[config.mk]
export PLATFORM = sky130hd
export DESIGN_NAME = bus_load_master_flat
export DESIGN_NICKNAME = d
export VERILOG_FILES = /design/src/rtl/bus_load_master_if.sv /design/src/rtl/bus_load_master.sv /design/src/flat_wrapper.sv
export SDC_FILE = /design/constraint.sdc
export NUM_CORES = 1
export LEC_CHECK = 0
export ABC_AREA = 0
export CAP_MARGIN = 20
export CORE_AREA = 4 4 117 74
export CTS_BUF_LIST = sky130_fd_sc_hd__clkbuf_16
export CTS_CLUSTER_DIAMETER = 100
export DETAILED_ROUTE_END_ITERATION = 8
export DIE_AREA = 0 0 121 78
export PLACE_DENSITY = 0.8
export SYNTH_ARGS = -nofsm -noshare
export SYNTH_HDL_FRONTEND = slang
export SYNTH_SLANG_ARGS = --single-unit
export TNS_END_PERCENT = 20
[constraint.sdc]
create_clock -name clk_i -period 1.9 [get_ports clk_i]
set_input_delay 0.19 -clock clk_i [delete_from_list [all_inputs] [get_ports clk_i]]
set_output_delay 0.19 -clock clk_i [all_outputs]
set_load 0.05 [all_outputs]
[src/rtl/bus_load_master_if.sv]
// bus_load_master_if: core load request/response plus the responder bus of bus_load_master.
interface bus_load_master_if;
  logic        req_i;
  logic [31:0] addr_i;
  logic [1:0]  size_i;
  logic        signed_i;
  logic        ready_o;
  logic        valid_o;
  logic [31:0] data_o;
  logic        err_o;
  logic [31:0] bus_addr_o;
  logic        bus_cs_o;
  logic [1:0]  bus_hb_o;
  logic [31:0] bus_rdata_i;
  logic        bus_ack_i;
  modport master (
    input  req_i, addr_i, size_i, signed_i, bus_rdata_i, bus_ack_i,
    output ready_o, valid_o, data_o, err_o, bus_addr_o, bus_cs_o, bus_hb_o
  );
  modport slave (
    output req_i, addr_i, size_i, signed_i, bus_rdata_i, bus_ack_i,
    input  ready_o, valid_o, data_o, err_o, bus_addr_o, bus_cs_o, bus_hb_o
  );
endinterface

[src/rtl/bus_load_master.sv]
// bus_load_master: single-outstanding load unit with size extension; LOAD_TIMEOUT_EN adds an ACCESS timeout.
module bus_load_master #(
  parameter int TIMEOUT_CYCLES = 16
) (
  input logic clk_i,
  input logic rst_i,
  bus_load_master_if.master b
);
  typedef enum logic [1:0] {IDLE, ACCESS, RESP} state_t;
  state_t      r_state;
  logic        r_ready;
  logic        r_valid;
  logic        r_err;
  logic [31:0] r_data;
  logic        r_cs;
  logic [31:0] r_addr;
  logic [1:0]  r_hb;
  logic        r_signed;
  logic        w_mis;
  logic [31:0] w_ext;
`ifdef LOAD_TIMEOUT_EN
  logic [31:0] r_tcnt;
`else
  logic [31:0] w_unused_timeout;
  assign w_unused_timeout = 32'(TIMEOUT_CYCLES);
`endif
  assign w_mis = (b.size_i == 2'b10) ? b.addr_i[0] : (b.size_i != 2'b01) & (|b.addr_i[1:0]);
  assign w_ext = (r_hb == 2'b01) ? {{24{r_signed & b.bus_rdata_i[7]}}, b.bus_rdata_i[7:0]} :
                 (r_hb == 2'b10) ? {{16{r_signed & b.bus_rdata_i[15]}}, b.bus_rdata_i[15:0]} :
                 b.bus_rdata_i;
  assign b.ready_o    = r_ready;
  assign b.valid_o    = r_valid;
  assign b.err_o      = r_err;
  assign b.data_o     = r_data;
  assign b.bus_cs_o   = r_cs;
  assign b.bus_addr_o = r_addr;
  assign b.bus_hb_o   = r_hb;
  always_ff @(posedge clk_i) begin
    if (rst_i) begin
      r_state  <= IDLE;
      r_ready  <= 1'b1;
      r_valid  <= 1'b0;
      r_err    <= 1'b0;
      r_data   <= '0;
      r_cs     <= 1'b0;
      r_addr   <= '0;
      r_hb     <= '0;
      r_signed <= 1'b0;
`ifdef LOAD_TIMEOUT_EN
      r_tcnt   <= '0;
`endif
    end else begin
      r_valid <= 1'b0;
      case (r_state)
        IDLE: if (b.req_i) begin
          r_ready <= 1'b0;
          if (w_mis) begin
            r_state <= RESP;
            r_valid <= 1'b1;
            r_err   <= 1'b1;
            r_data  <= '0;
          end else begin
            r_state  <= ACCESS;
            r_cs     <= 1'b1;
            r_addr   <= b.addr_i;
            r_hb     <= b.size_i;
            r_signed <= b.signed_i;
`ifdef LOAD_TIMEOUT_EN
            r_tcnt   <= '0;
`endif
          end
        end
        ACCESS: begin
          if (b.bus_ack_i) begin
            r_state <= RESP;
            r_cs    <= 1'b0;
            r_valid <= 1'b1;
            r_err   <= 1'b0;
            r_data  <= w_ext;
          end
`ifdef LOAD_TIMEOUT_EN
          else begin
            r_tcnt <= r_tcnt + 32'd1;
            // an ack arriving in the expiry cycle wins via the branch above
            if (r_tcnt == 32'(TIMEOUT_CYCLES - 1)) begin
              r_state <= RESP;
              r_cs    <= 1'b0;
              r_valid <= 1'b1;
              r_err   <= 1'b1;
              r_data  <= '0;
            end
          end
`endif
        end
        default: begin
          r_state <= IDLE;
          r_ready <= 1'b1;
        end
      endcase
    end
  end
endmodule

[src/flat_wrapper.sv]
// flat-port wrapper written by rule: the top's interface ports become plain ports
module bus_load_master_flat 
#(
  parameter int TIMEOUT_CYCLES = 16
)
  (clk_i, rst_i, b_req_i, b_addr_i, b_size_i, b_signed_i, b_bus_rdata_i, b_bus_ack_i, b_ready_o, b_valid_o, b_data_o, b_err_o, b_bus_addr_o, b_bus_cs_o, b_bus_hb_o);
  bus_load_master_if b_i ();
  input logic clk_i;
  input logic rst_i;
  input wire logic [$bits(b_i.req_i)-1:0] b_req_i;
  input wire logic [$bits(b_i.addr_i)-1:0] b_addr_i;
  input wire logic [$bits(b_i.size_i)-1:0] b_size_i;
  input wire logic [$bits(b_i.signed_i)-1:0] b_signed_i;
  input wire logic [$bits(b_i.bus_rdata_i)-1:0] b_bus_rdata_i;
  input wire logic [$bits(b_i.bus_ack_i)-1:0] b_bus_ack_i;
  output wire logic [$bits(b_i.ready_o)-1:0] b_ready_o;
  output wire logic [$bits(b_i.valid_o)-1:0] b_valid_o;
  output wire logic [$bits(b_i.data_o)-1:0] b_data_o;
  output wire logic [$bits(b_i.err_o)-1:0] b_err_o;
  output wire logic [$bits(b_i.bus_addr_o)-1:0] b_bus_addr_o;
  output wire logic [$bits(b_i.bus_cs_o)-1:0] b_bus_cs_o;
  output wire logic [$bits(b_i.bus_hb_o)-1:0] b_bus_hb_o;
  assign b_i.req_i = b_req_i;
  assign b_i.addr_i = b_addr_i;
  assign b_i.size_i = b_size_i;
  assign b_i.signed_i = b_signed_i;
  assign b_i.bus_rdata_i = b_bus_rdata_i;
  assign b_i.bus_ack_i = b_bus_ack_i;
  assign b_ready_o = b_i.ready_o;
  assign b_valid_o = b_i.valid_o;
  assign b_data_o = b_i.data_o;
  assign b_err_o = b_i.err_o;
  assign b_bus_addr_o = b_i.bus_addr_o;
  assign b_bus_cs_o = b_i.bus_cs_o;
  assign b_bus_hb_o = b_i.bus_hb_o;
  bus_load_master #(.TIMEOUT_CYCLES(TIMEOUT_CYCLES)) u_core (.clk_i(clk_i), .rst_i(rst_i), .b(b_i));
endmodule
# Yosys cells after proc, flatten, opt, wreduce, memory -nomap -nowiden
# Cells that the tools add are included.
[word_totals] regBits=73 latch_bits=0 ram_bits=0 romBits=0 in_bits=71 out_inout_bits=70 wordCells=55 memories=0
[classes] n_addsub=0 mul=0 n_div=0 order_cmp=0 n_eq_ne=9 shifts=0 n_mux=24 bitwise=5 n_reduce_logical=8
[ops] op="$mux 32" n=5
[ops] op="$pmux 32 s2" n=1
[ops] op="$mux 1" n=10
[ops] op="$pmux 1 s2" n=4
[ops] op="$reduce_and 4->1" n=2
[ops] op="$mux 2" n=3
[ops] op="$ne 2x2->1 const B" n=3
[ops] op="$eq 2x1->1 const B" n=2
[ops] op="$eq 2x2->1 const B" n=2
[ops] op="$ne 2x1->1 const B" n=2
[ops] op="$pmux 2 s2" n=1
[ops] op="$reduce_and 2->1" n=2
[ops] op="$and 1x1->1" n=3
[ops] op="$reduce_and 3->1" n=1
[ops] op="$logic_not 2->1" n=1
[ops] op="$not 1->1" n=2
[ops] op="$reduce_bool 2->1" n=1
[ops] op="$reduce_or 2->1" n=1

# Depth between registers and ports, before layout
# Gate-level depths: netlist of the first run.
[logic_depth] word_depth=6 depth_mapped=7 mapped_depth_nobuf=4

# Least setup slack after synthesis of the first run
# OpenSTA, ideal clock, no wires.
[synth_path] path_kind="register -> register" from="register u_core.r_hb[1], in the netlist u_core.b.bus_hb_o[1]" to="register u_core.r_data[16], in the netlist u_core.b.data_o[16]" setup_time_ns=0.124 arrival_ns=1.606 required_ns=1.776 slack_ns=0.171 stages_incl_launch_ff=6 path_buffers=2 period_less_slack_ns=1.729 path_cell_list="dfxtp_1 > clkbuf_1 > nand2_1 > clkbuf_1 > o221ai_1 > mux2i_1"
[synth_between] elab_chain_len=5 word_cells_on_any_way=6
[synth_lines] item="start, declared" line_no="bus_load_master.sv:17" rtl="logic [1:0] r_hb;"
[synth_lines] item="start signal, assigned" line_no="bus_load_master.sv:66" rtl="r_hb <= b.size_i;"
[synth_lines] item="$eq 2x2->1" line_no="bus_load_master.sv:29" rtl="(r_hb == 2'b10) ? {{16{r_signed & b.bus_rdata_i[15]}}, b.bus_rdata_i[15:0]} :"
[synth_lines] item="$mux 32" line_no="bus_load_master.sv:29"
[synth_lines] item="$mux 32 *" line_no="bus_load_master.sv:28" rtl="assign w_ext = (r_hb == 2'b01) ? {{24{r_signed & b.bus_rdata_i[7]}}, b.bus_rdata_i[7:0]} :"
[synth_lines] item="$mux 32 *" line_no="bus_load_master.sv:74" rtl="if (b.bus_ack_i) begin"
[synth_lines] item="$pmux 32 s2 *" line_no="bus_load_master.sv:54" rtl="case (r_state)"
[synth_lines] item="end signal, assigned" line_no="bus_load_master.sv:79" rtl="r_data <= w_ext;"
[synth_lines] item="end, declared" line_no="bus_load_master.sv:14" rtl="logic [31:0] r_data;"
# Every way passes the cells marked *; elsewhere a longest branch is shown, timed or not. The select of a mux whose other input is x is not followed.
# A chain may end at the register's enable or synchronous reset.

# Worst setup path in the final report of the first run
[layout_path] from="register u_core.r_hb[0], in the netlist u_core.b.bus_hb_o[0]" to="output port b_bus_hb_o[0]"
[layout_rtl] item="end, declared" line_no="flat_wrapper.sv:22" rtl="output wire logic [$bits(b_i.bus_hb_o)-1:0] b_bus_hb_o;"
# No word-level cell between the ends.

==> flow_results.xml, run 1 <==
<?xml version="1.0" encoding="UTF-8"?>
<metrics>
  <group name="pwr">
    <metric name="power.share.clock" unit="">0.360</metric>
    <metric name="power.share.switching" unit="">0.278</metric>
    <metric name="seqPwrFrac" unit="">0.417</metric>
    <metric name="p_sw" unit="uW">1100</metric>
    <metric name="ir_drop" unit="mV">0.605</metric>
    <metric name="total_leakage_power" unit="uW">0.00209</metric>
    <metric name="combPwrFrac" unit="">0.223</metric>
    <metric name="powerDensity" unit="nW/um^2">801</metric>
    <metric name="power_report.internal_total" unit="uW">2850</metric>
  </group>
  <group name="setup_path">
    <metric name="crit_path_buf_inv_count" unit="">1</metric>
    <metric name="cp_slowest_cell" unit="">sky130_fd_sc_hd__clkdlybuf4s50_1</metric>
    <metric name="slowest_delay" unit="ns">0.84</metric>
    <metric name="crit_chain" unit="">clkdlybuf4s50_1</metric>
    <metric name="critPathTopFamily" unit="">buffers and inverters</metric>
    <metric name="cp-end-kind" unit="">output pin</metric>
    <metric name="start_kind" unit="">flip-flop</metric>
    <metric name="worst-endpoint-arrival" unit="ns">1.54</metric>
    <metric name="worstPathMaxFanout" unit="">5</metric>
    <metric name="worst-setup-path-type" unit="">flip-flop to output pin</metric>
    <metric name="worst-endpoint-required" unit="ns">1.71</metric>
  </group>
  <group name="sta">
    <metric name="final.setup_skew" unit="ns">0.00585</metric>
    <metric name="hold-worst-slack" unit="ns">0.357</metric>
    <metric name="rsz0062_at_grt" unit="">false</metric>
    <metric name="finalHoldViolCount" unit="">0</metric>
    <metric name="finalMaxSlewViolations" unit="">0</metric>
    <metric name="tmin_final" unit="ns">1.73</metric>
    <metric name="timing_worst_slew_pin_value" unit="ns">0.659</metric>
    <metric name="setup_viol" unit="">0</metric>
    <metric name="final.period_utilization" unit="">0.913</metric>
    <metric name="fmaxAchievable" unit="GHz">0.577</metric>
    <metric name="post-route-worst-setup-slack" unit="ns">0.165</metric>
    <metric name="max_slew_margin" unit="">0.561</metric>
  </group>
  <group name="clocking">
    <metric name="cts_htree_levels" unit="">3</metric>
    <metric name="max-clock-path-buffers" unit="">2</metric>
    <metric name="cts_sinks" unit="">73</metric>
    <metric name="path_clk_slew" unit="ns">0.05</metric>
    <metric name="numCtsBuffers" unit="">9</metric>
    <metric name="cts.root.buffer_cell" unit="">sky130_fd_sc_hd__clkbuf_16</metric>
    <metric name="ctsHoldBuffers" unit="">0</metric>
    <metric name="tritoncts" unit="">built</metric>
    <metric name="clkLatencyLatePin" unit="ns">0.33</metric>
  </group>
  <group name="yosys">
    <metric name="synthTopCellsByArea" unit="">sky130_fd_sc_hd__dfxtp_1 (47%), sky130_fd_sc_hd__mux2i_1 (22%), sky130_fd_sc_hd__nand2b_1 (6.6%), sky130_fd_sc_hd__o221ai_1 (4.5%), sky130_fd_sc_hd__nor2_1 (4.5%)</metric>
    <metric name="synth_async_sr_flop_share" unit="">0</metric>
    <metric name="synth.cell_area" unit="sq um">3110</metric>
    <metric name="syn-mean-instance-area" unit="sq um">10.1</metric>
    <metric name="yosys-top-cells-count" unit="">sky130_fd_sc_hd__dfxtp_1 (73), sky130_fd_sc_hd__mux2i_1 (67), sky130_fd_sc_hd__nor2_1 (37)</metric>
    <metric name="synth_nets" unit="">379</metric>
    <metric name="yosysMostFrequentCell" unit="">sky130_fd_sc_hd__dfxtp_1</metric>
    <metric name="synth.yosys.warnings" unit="">0</metric>
    <metric name="post-synth-top-area-cell" unit="">sky130_fd_sc_hd__dfxtp_1</metric>
    <metric name="syn_inst" unit="">308</metric>
    <metric name="seq_total_area_yosys" unit="">0.470</metric>
    <metric name="postSynthRegisterBits" unit="">73</metric>
    <metric name="count_of_flip_flops_with_a_built_in_enable_after_synthesis" unit="">0</metric>
    <metric name="synthFlopType" unit="">sky130_fd_sc_hd__dfxtp_1</metric>
    <metric name="yosys.area.top_type_share" unit="">0.470</metric>
    <metric name="yosysUniqueCellTypes" unit="">27</metric>
  </group>
  <group name="route">
    <metric name="firstDrtPassIters" unit="">4</metric>
    <metric name="routed_wl" unit="microns">8840</metric>
    <metric name="drcViolationCount" unit="">0</metric>
    <metric name="vias" unit="">2732</metric>
    <metric name="drt-initial-drc-count" unit="">131</metric>
    <metric name="route.antenna.remaining_nets" unit="">0</metric>
    <metric name="avgViaCountPerCell" unit="">4.87</metric>
    <metric name="drt-wirelength-per-cell" unit="microns">15.8</metric>
  </group>
  <group name="floorplanning">
    <metric name="number_of_rows_created_at_floorplan" unit="">25</metric>
    <metric name="die_w" unit="microns">121</metric>
    <metric name="placeable_area" unit="sq um">7660</metric>
    <metric name="initial_utilization" unit="">0.405</metric>
    <metric name="design.portCount" unit="">141</metric>
    <metric name="chipHeight" unit="microns">78</metric>
    <metric name="design.die.area" unit="sq um">9440</metric>
  </group>
  <group name="placement">
    <metric name="worst_setup_slack_post_dpl" unit="ns">-0.206</metric>
    <metric name="place.port_buffers" unit="">140</metric>
    <metric name="place_hpwl" unit="microns">6420</metric>
    <metric name="gp_routability_congestion" unit="">0.752</metric>
  </group>
  <group name="outcome">
    <metric name="result_of_the_run" unit="">finished clean</metric>
  </group>
  <group name="cells_and_area">
    <metric name="layout.nets" unit="">521</metric>
    <metric name="layout_stage_area_growth_over_the_synthesis_result" unit="%">58.6</metric>
    <metric name="antenna_cells" unit="">0</metric>
    <metric name="final_layout_size_suffix_gt1_frac" unit="">0.0684</metric>
  </group>
  <group name="flow_run">
    <metric name="maxCapViolations" unit="">0</metric>
  </group>
  <group name="global_route">
    <metric name="grt_first_pass_wirelength" unit="microns">14600</metric>
    <metric name="global_route.usage.total" unit="">0.193</metric>
    <metric name="antenna_violations_before_repair" unit="">0</metric>
    <metric name="grt_max_degree" unit="">75</metric>
    <metric name="overflow" unit="">0</metric>
    <metric name="first_global_vias" unit="">2918</metric>
  </group>
  <group name="worst_hold_path">
    <metric name="hold_path.class" unit="">primary input to flip-flop</metric>
  </group>
</metrics>
==> cell families (layout without fill, tap and decap cells) <==
group,count (synthesis),in the layout,synth area share
buf+inv,24,169,0.0435
mux,67,67,0.216
flops,73,73,0.470
simple gates,110,110,0.186
compound gates,34,34,0.0846
==> layer usage <==
layer / track usage / up-vias / share of wire
li1: - / 1347 / -
met1: 0.236 / 1277 / 0.44
met2: 0.307 / 97 / 0.46
met3: 0.0816 / 11 / 0.087
met4: 0.0679 / 0 / 0.012
met5: 0 / - / 0
==> metrics by stage <==
step            util  setup TNS [ns]  cells  area, sq um  total power [uW]
6_report       0.643               0    561         4930              3950
3_3_place_gp   0.611           -3.82    547         4680              2540
3_5_place_dp   0.611           -6.17    547         4680              2550
4_1_cts        0.642               0    561         4920              3990
2_1_floorplan      -               0    308         3110              2190
5_1_grt        0.643               0    561         4930              4120
==> cells in the final DEF, fill, tap and decap left out, types with 9 or more instances in the layout <==
cell / instances
sky130_fd_sc_hd__clkdlybuf4s50_1: 138
sky130_fd_sc_hd__dfxtp_1: 73
sky130_fd_sc_hd__mux2i_1: 67
sky130_fd_sc_hd__nor2_1: 37
sky130_fd_sc_hd__nand2b_1: 33
sky130_fd_sc_hd__nor2b_1: 18
sky130_fd_sc_hd__o221ai_1: 16
sky130_fd_sc_hd__nand2_1: 13
sky130_fd_sc_hd__buf_4: 12
sky130_fd_sc_hd__clkbuf_16: 9
==> layout make-up <==
type / instances / area, sq um
clock inverters: 5 / 18.8
fillers: 634 / 2740
repair buffers: 154 / 1540
clock buffers: 9 / 225
well taps: 108 / 135
multi-input cells: 211 / 1550
flip-flops and latches: 73 / 1460
inverters: 1 / 3.75
==> path summary, 6_finish.rpt <==
check	depth (start not counted)	start	slack (ns)	to
worst max register to register	5	u_core.r_state[0]	0.25	u_core.b.data_o[31]
worst min-delay path	5	rst_i	0.36	u_core.b.data_o[7]
worst max-delay path	1	u_core.b.bus_hb_o[0]	0.17	b_bus_hb_o[0]
worst min register to register	2	u_core.b.data_o[23]	0.48	u_core.b.data_o[23]
==> state kept, by name, summed over array words and instances, names as in the netlist <==
signal	flops
u_core.b.data_o	32
u_core.b.bus_addr_o	32
u_core.b.err_o	1
u_core.b.valid_o	1
u_core.r_signed	1
u_core.r_state	2
u_core.b.bus_hb_o	2
u_core.b.ready_o	1
u_core.b.bus_cs_o	1
==> repair_timing <==
action,4_1_cts,5_1_grt
resized for setup,0,1
setup endpoints to repair,0,33
setup buffers,0,0
==> power groups by stage <==
stage | Sequential [uW] | Clock, uW | Combinational, uW
after detailed placement | 1670 | 0 | 881
final | 1640 | 1420 | 880
after floorplan | 1890 | 0 | 298
after global routing | 1650 | 1530 | 930
after CTS | 1640 | 1460 | 884
after global placement | 1670 | 0 | 869
No activity file was read; power rests on OpenSTA's default activity.
==> run 2, diff against run 1 <==
--- a/config.mk
+++ b/config.mk
@@ -9,7 +9,6 @@
 export CAP_MARGIN = 20
 export CORE_AREA = 4 4 117 74
 export CTS_BUF_LIST = sky130_fd_sc_hd__clkbuf_16
-export CTS_CLUSTER_DIAMETER = 100
 export DETAILED_ROUTE_END_ITERATION = 8
 export DIE_AREA = 0 0 121 78
 export PLACE_DENSITY = 0.8
==> results of run 2 <==
No change in the layout: final DEF, timing and power equal those of run 1.
==> run 3, diff against run 2 <==
--- a/config.mk
+++ b/config.mk
@@ -7,11 +7,11 @@
 export LEC_CHECK = 0
 export ABC_AREA = 0
 export CAP_MARGIN = 20
-export CORE_AREA = 4 4 117 74
+export CORE_AREA = 4 4 108 79
 export CTS_BUF_LIST = sky130_fd_sc_hd__clkbuf_16
 export DETAILED_ROUTE_END_ITERATION = 8
-export DIE_AREA = 0 0 121 78
-export PLACE_DENSITY = 0.8
+export DIE_AREA = 0 0 112 83
+export PLACE_DENSITY = 0.81
 export SYNTH_ARGS = -nofsm -noshare
 export SYNTH_HDL_FRONTEND = slang
 export SYNTH_SLANG_ARGS = --single-unit
==> flow_results.xml, run 3 (synthesized netlist as in run 1, its figures left out) <==
<?xml version="1.0" encoding="UTF-8"?>
<metrics>
  <group name="floorplanning">
    <metric name="placeable_area" unit="sq um">7600</metric>
    <metric name="number_of_rows_created_at_floorplan" unit="">27</metric>
    <metric name="chipHeight" unit="microns">83</metric>
    <metric name="design.die.area" unit="sq um">9300</metric>
    <metric name="design.portCount" unit="">141</metric>
    <metric name="initial_utilization" unit="">0.409</metric>
    <metric name="die_w" unit="microns">112</metric>
  </group>
  <group name="setup_path">
    <metric name="cp-end-kind" unit="">output pin</metric>
    <metric name="worst-endpoint-required" unit="ns">1.71</metric>
    <metric name="cp_slowest_cell" unit="">sky130_fd_sc_hd__clkdlybuf4s50_1</metric>
    <metric name="ff2ff_path_depth" unit="">5</metric>
    <metric name="cp_num_cells" unit="">1</metric>
    <metric name="critPathTopFamily" unit="">buffers and inverters</metric>
    <metric name="worst-endpoint-arrival" unit="ns">1.57</metric>
    <metric name="crit_path_buf_inv_count" unit="">1</metric>
    <metric name="worstPathMaxFanout" unit="">5</metric>
    <metric name="start_kind" unit="">flip-flop</metric>
    <metric name="slowest_delay" unit="ns">0.85</metric>
    <metric name="crit_chain" unit="">clkdlybuf4s50_1</metric>
    <metric name="worst-setup-path-type" unit="">flip-flop to output pin</metric>
  </group>
  <group name="worst_hold_path">
    <metric name="hold_path.class" unit="">primary input to flip-flop</metric>
    <metric name="worstHoldPathCells" unit="">5</metric>
  </group>
  <group name="cells_and_area">
    <metric name="seq_area" unit="sq um">1460</metric>
    <metric name="layout.nets" unit="">521</metric>
    <metric name="layout_stage_area_growth_over_the_synthesis_result" unit="%">60.7</metric>
    <metric name="antenna_cells" unit="">0</metric>
    <metric name="highest_count_cells_in_the_layout_ignoring_fill_and_taps" unit="">sky130_fd_sc_hd__clkdlybuf4s50_1 (138), sky130_fd_sc_hd__dfxtp_1 (73), sky130_fd_sc_hd__mux2i_1 (67)</metric>
    <metric name="final_cell_count_no_fill" unit="">556</metric>
    <metric name="post-route-util" unit="">0.657</metric>
    <metric name="final_layout_size_suffix_gt1_frac" unit="">0.0835</metric>
    <metric name="multi_input_area" unit="sq um">1550</metric>
    <metric name="fill_cell_instance_count_of_the_final_layout" unit="">601</metric>
    <metric name="final_common_cell" unit="">sky130_fd_sc_hd__clkdlybuf4s50_1</metric>
  </group>
  <group name="placement">
    <metric name="gp_routability_congestion" unit="">0.746</metric>
    <metric name="place.port_buffers" unit="">140</metric>
    <metric name="place_hpwl" unit="microns">6330</metric>
    <metric name="post-place-cells" unit="">540</metric>
    <metric name="worst_setup_slack_post_dpl" unit="ns">-0.194</metric>
  </group>
  <group name="outcome">
    <metric name="result_of_the_run" unit="">finished clean</metric>
  </group>
  <group name="clocking">
    <metric name="cts.root.buffer_cell" unit="">sky130_fd_sc_hd__clkbuf_16</metric>
    <metric name="cts_htree_levels" unit="">3</metric>
    <metric name="max-clock-path-buffers" unit="">2</metric>
    <metric name="clkLatencyLatePin" unit="ns">0.33</metric>
    <metric name="numCtsBuffers" unit="">9</metric>
    <metric name="ctsHoldBuffers" unit="">0</metric>
    <metric name="cts_setup_buffers" unit="">0</metric>
    <metric name="path_clk_slew" unit="ns">0.06</metric>
    <metric name="cts_sinks" unit="">73</metric>
    <metric name="tritoncts" unit="">built</metric>
  </group>
  <group name="pwr">
    <metric name="ir_drop" unit="mV">0.538</metric>
    <metric name="fin_total_pwr" unit="uW">4230</metric>
    <metric name="powerDensity" unit="nW/um^2">848</metric>
    <metric name="total_leakage_power" unit="uW">0.00212</metric>
  </group>
  <group name="sta">
    <metric name="rsz0062_at_grt" unit="">false</metric>
    <metric name="setup_viol" unit="">0</metric>
    <metric name="final.setup_skew" unit="ns">0.00841</metric>
    <metric name="hold-worst-slack" unit="ns">0.352</metric>
    <metric name="fmaxAchievable" unit="GHz">0.569</metric>
    <metric name="final.period_utilization" unit="">0.925</metric>
    <metric name="max_slew_margin" unit="">0.553</metric>
    <metric name="finalHoldViolCount" unit="">0</metric>
    <metric name="post-route-worst-setup-slack" unit="ns">0.143</metric>
    <metric name="tmin_final" unit="ns">1.76</metric>
    <metric name="finalMaxSlewViolations" unit="">0</metric>
    <metric name="timing_worst_slew_pin_value" unit="ns">0.670</metric>
  </group>
  <group name="global_route">
    <metric name="global_route.usage.total" unit="">0.190</metric>
    <metric name="grt_max_degree" unit="">75</metric>
    <metric name="antenna_violations_before_repair" unit="">0</metric>
    <metric name="overflow" unit="">0</metric>
    <metric name="grt_first_pass_wirelength" unit="microns">14500</metric>
    <metric name="first_global_vias" unit="">2900</metric>
  </group>
  <group name="route">
    <metric name="routed_wl" unit="microns">8860</metric>
    <metric name="drcViolationCount" unit="">0</metric>
    <metric name="avgViaCountPerCell" unit="">4.95</metric>
    <metric name="route.antenna.remaining_nets" unit="">0</metric>
    <metric name="vias" unit="">2751</metric>
    <metric name="drt-initial-drc-count" unit="">125</metric>
    <metric name="firstDrtPassIters" unit="">4</metric>
    <metric name="drt-wirelength-per-cell" unit="microns">15.9</metric>
  </group>
  <group name="flow_run">
    <metric name="maxCapViolations" unit="">0</metric>
  </group>
</metrics>
run 3: cell types whose count changed in the layout (fill, tap and decap cells not counted):
| cell | change |
|---|---|
| sky130_fd_sc_hd__bufinv_16 | +1 |
| sky130_fd_sc_hd__clkinv_4 | +2 |
| sky130_fd_sc_hd__inv_1 | -3 |
| sky130_fd_sc_hd__inv_6 | +2 |
| sky130_fd_sc_hd__clkinv_1 | -2 |
| sky130_fd_sc_hd__clkinv_2 | +1 |
| sky130_fd_sc_hd__buf_4 | -1 |
| sky130_fd_sc_hd__buf_12 | +1 |
| sky130_fd_sc_hd__clkinvlp_4 | +1 |
run 3: final timing paths:
check,startpoint,end,slack [ns]
max,u_core.b.bus_hb_o[0],b_bus_hb_o[0],0.14
min,rst_i,u_core.b.data_o[3],0.35
max reg2reg,u_core.r_state[1],u_core.b.bus_addr_o[8],0.27
min reg2reg,u_core.b.data_o[3],u_core.b.data_o[3],0.47
run 3: layout make-up:
class | count | share of cell area
timing repair buffer | 154 | 0.310
multi-input combinational | 211 | 0.310
sequential | 73 | 0.293
clock buffer | 9 | 0.0451
tap | 101 | 0.0253
clock inverter | 7 | 0.0155
inverter | 1 | 0.000752
run 3: what timing repair did:
| action | in CTS | in global routing |
|---|---|---|
| resized for setup | 0 | 1 |
| hold endpoints to repair | 0 | 0 |
| endpoints found under the setup margin | 0 | 26 |
run 3: metrics by stage:
stage               instance area, sq um  TNS, ns
floorplan                           3110        0
global placement                    4680    -2.92
detailed placement                  4680    -6.04
CTS                                 4990        0
global route                        4990        0
finish                              4990        0
run 3: where the power goes:
group          switching [uW]  internal, uW  leakage [uW]
registers                42.9          1600      0.000593
clock network             676          1030      0.000146
logic                     481           408       0.00138
total                    1200          3040       0.00212
run 3: metal layers:
layer,global-route usage,up-vias,wire length (microns),part of all wire
met5,0,-,0,0
met2,0.299,105,3980,0.45
met4,0.0513,0,129,0.015
met3,0.0889,14,842,0.095
li1,-,1351,-,-
met1,0.234,1281,3900,0.44
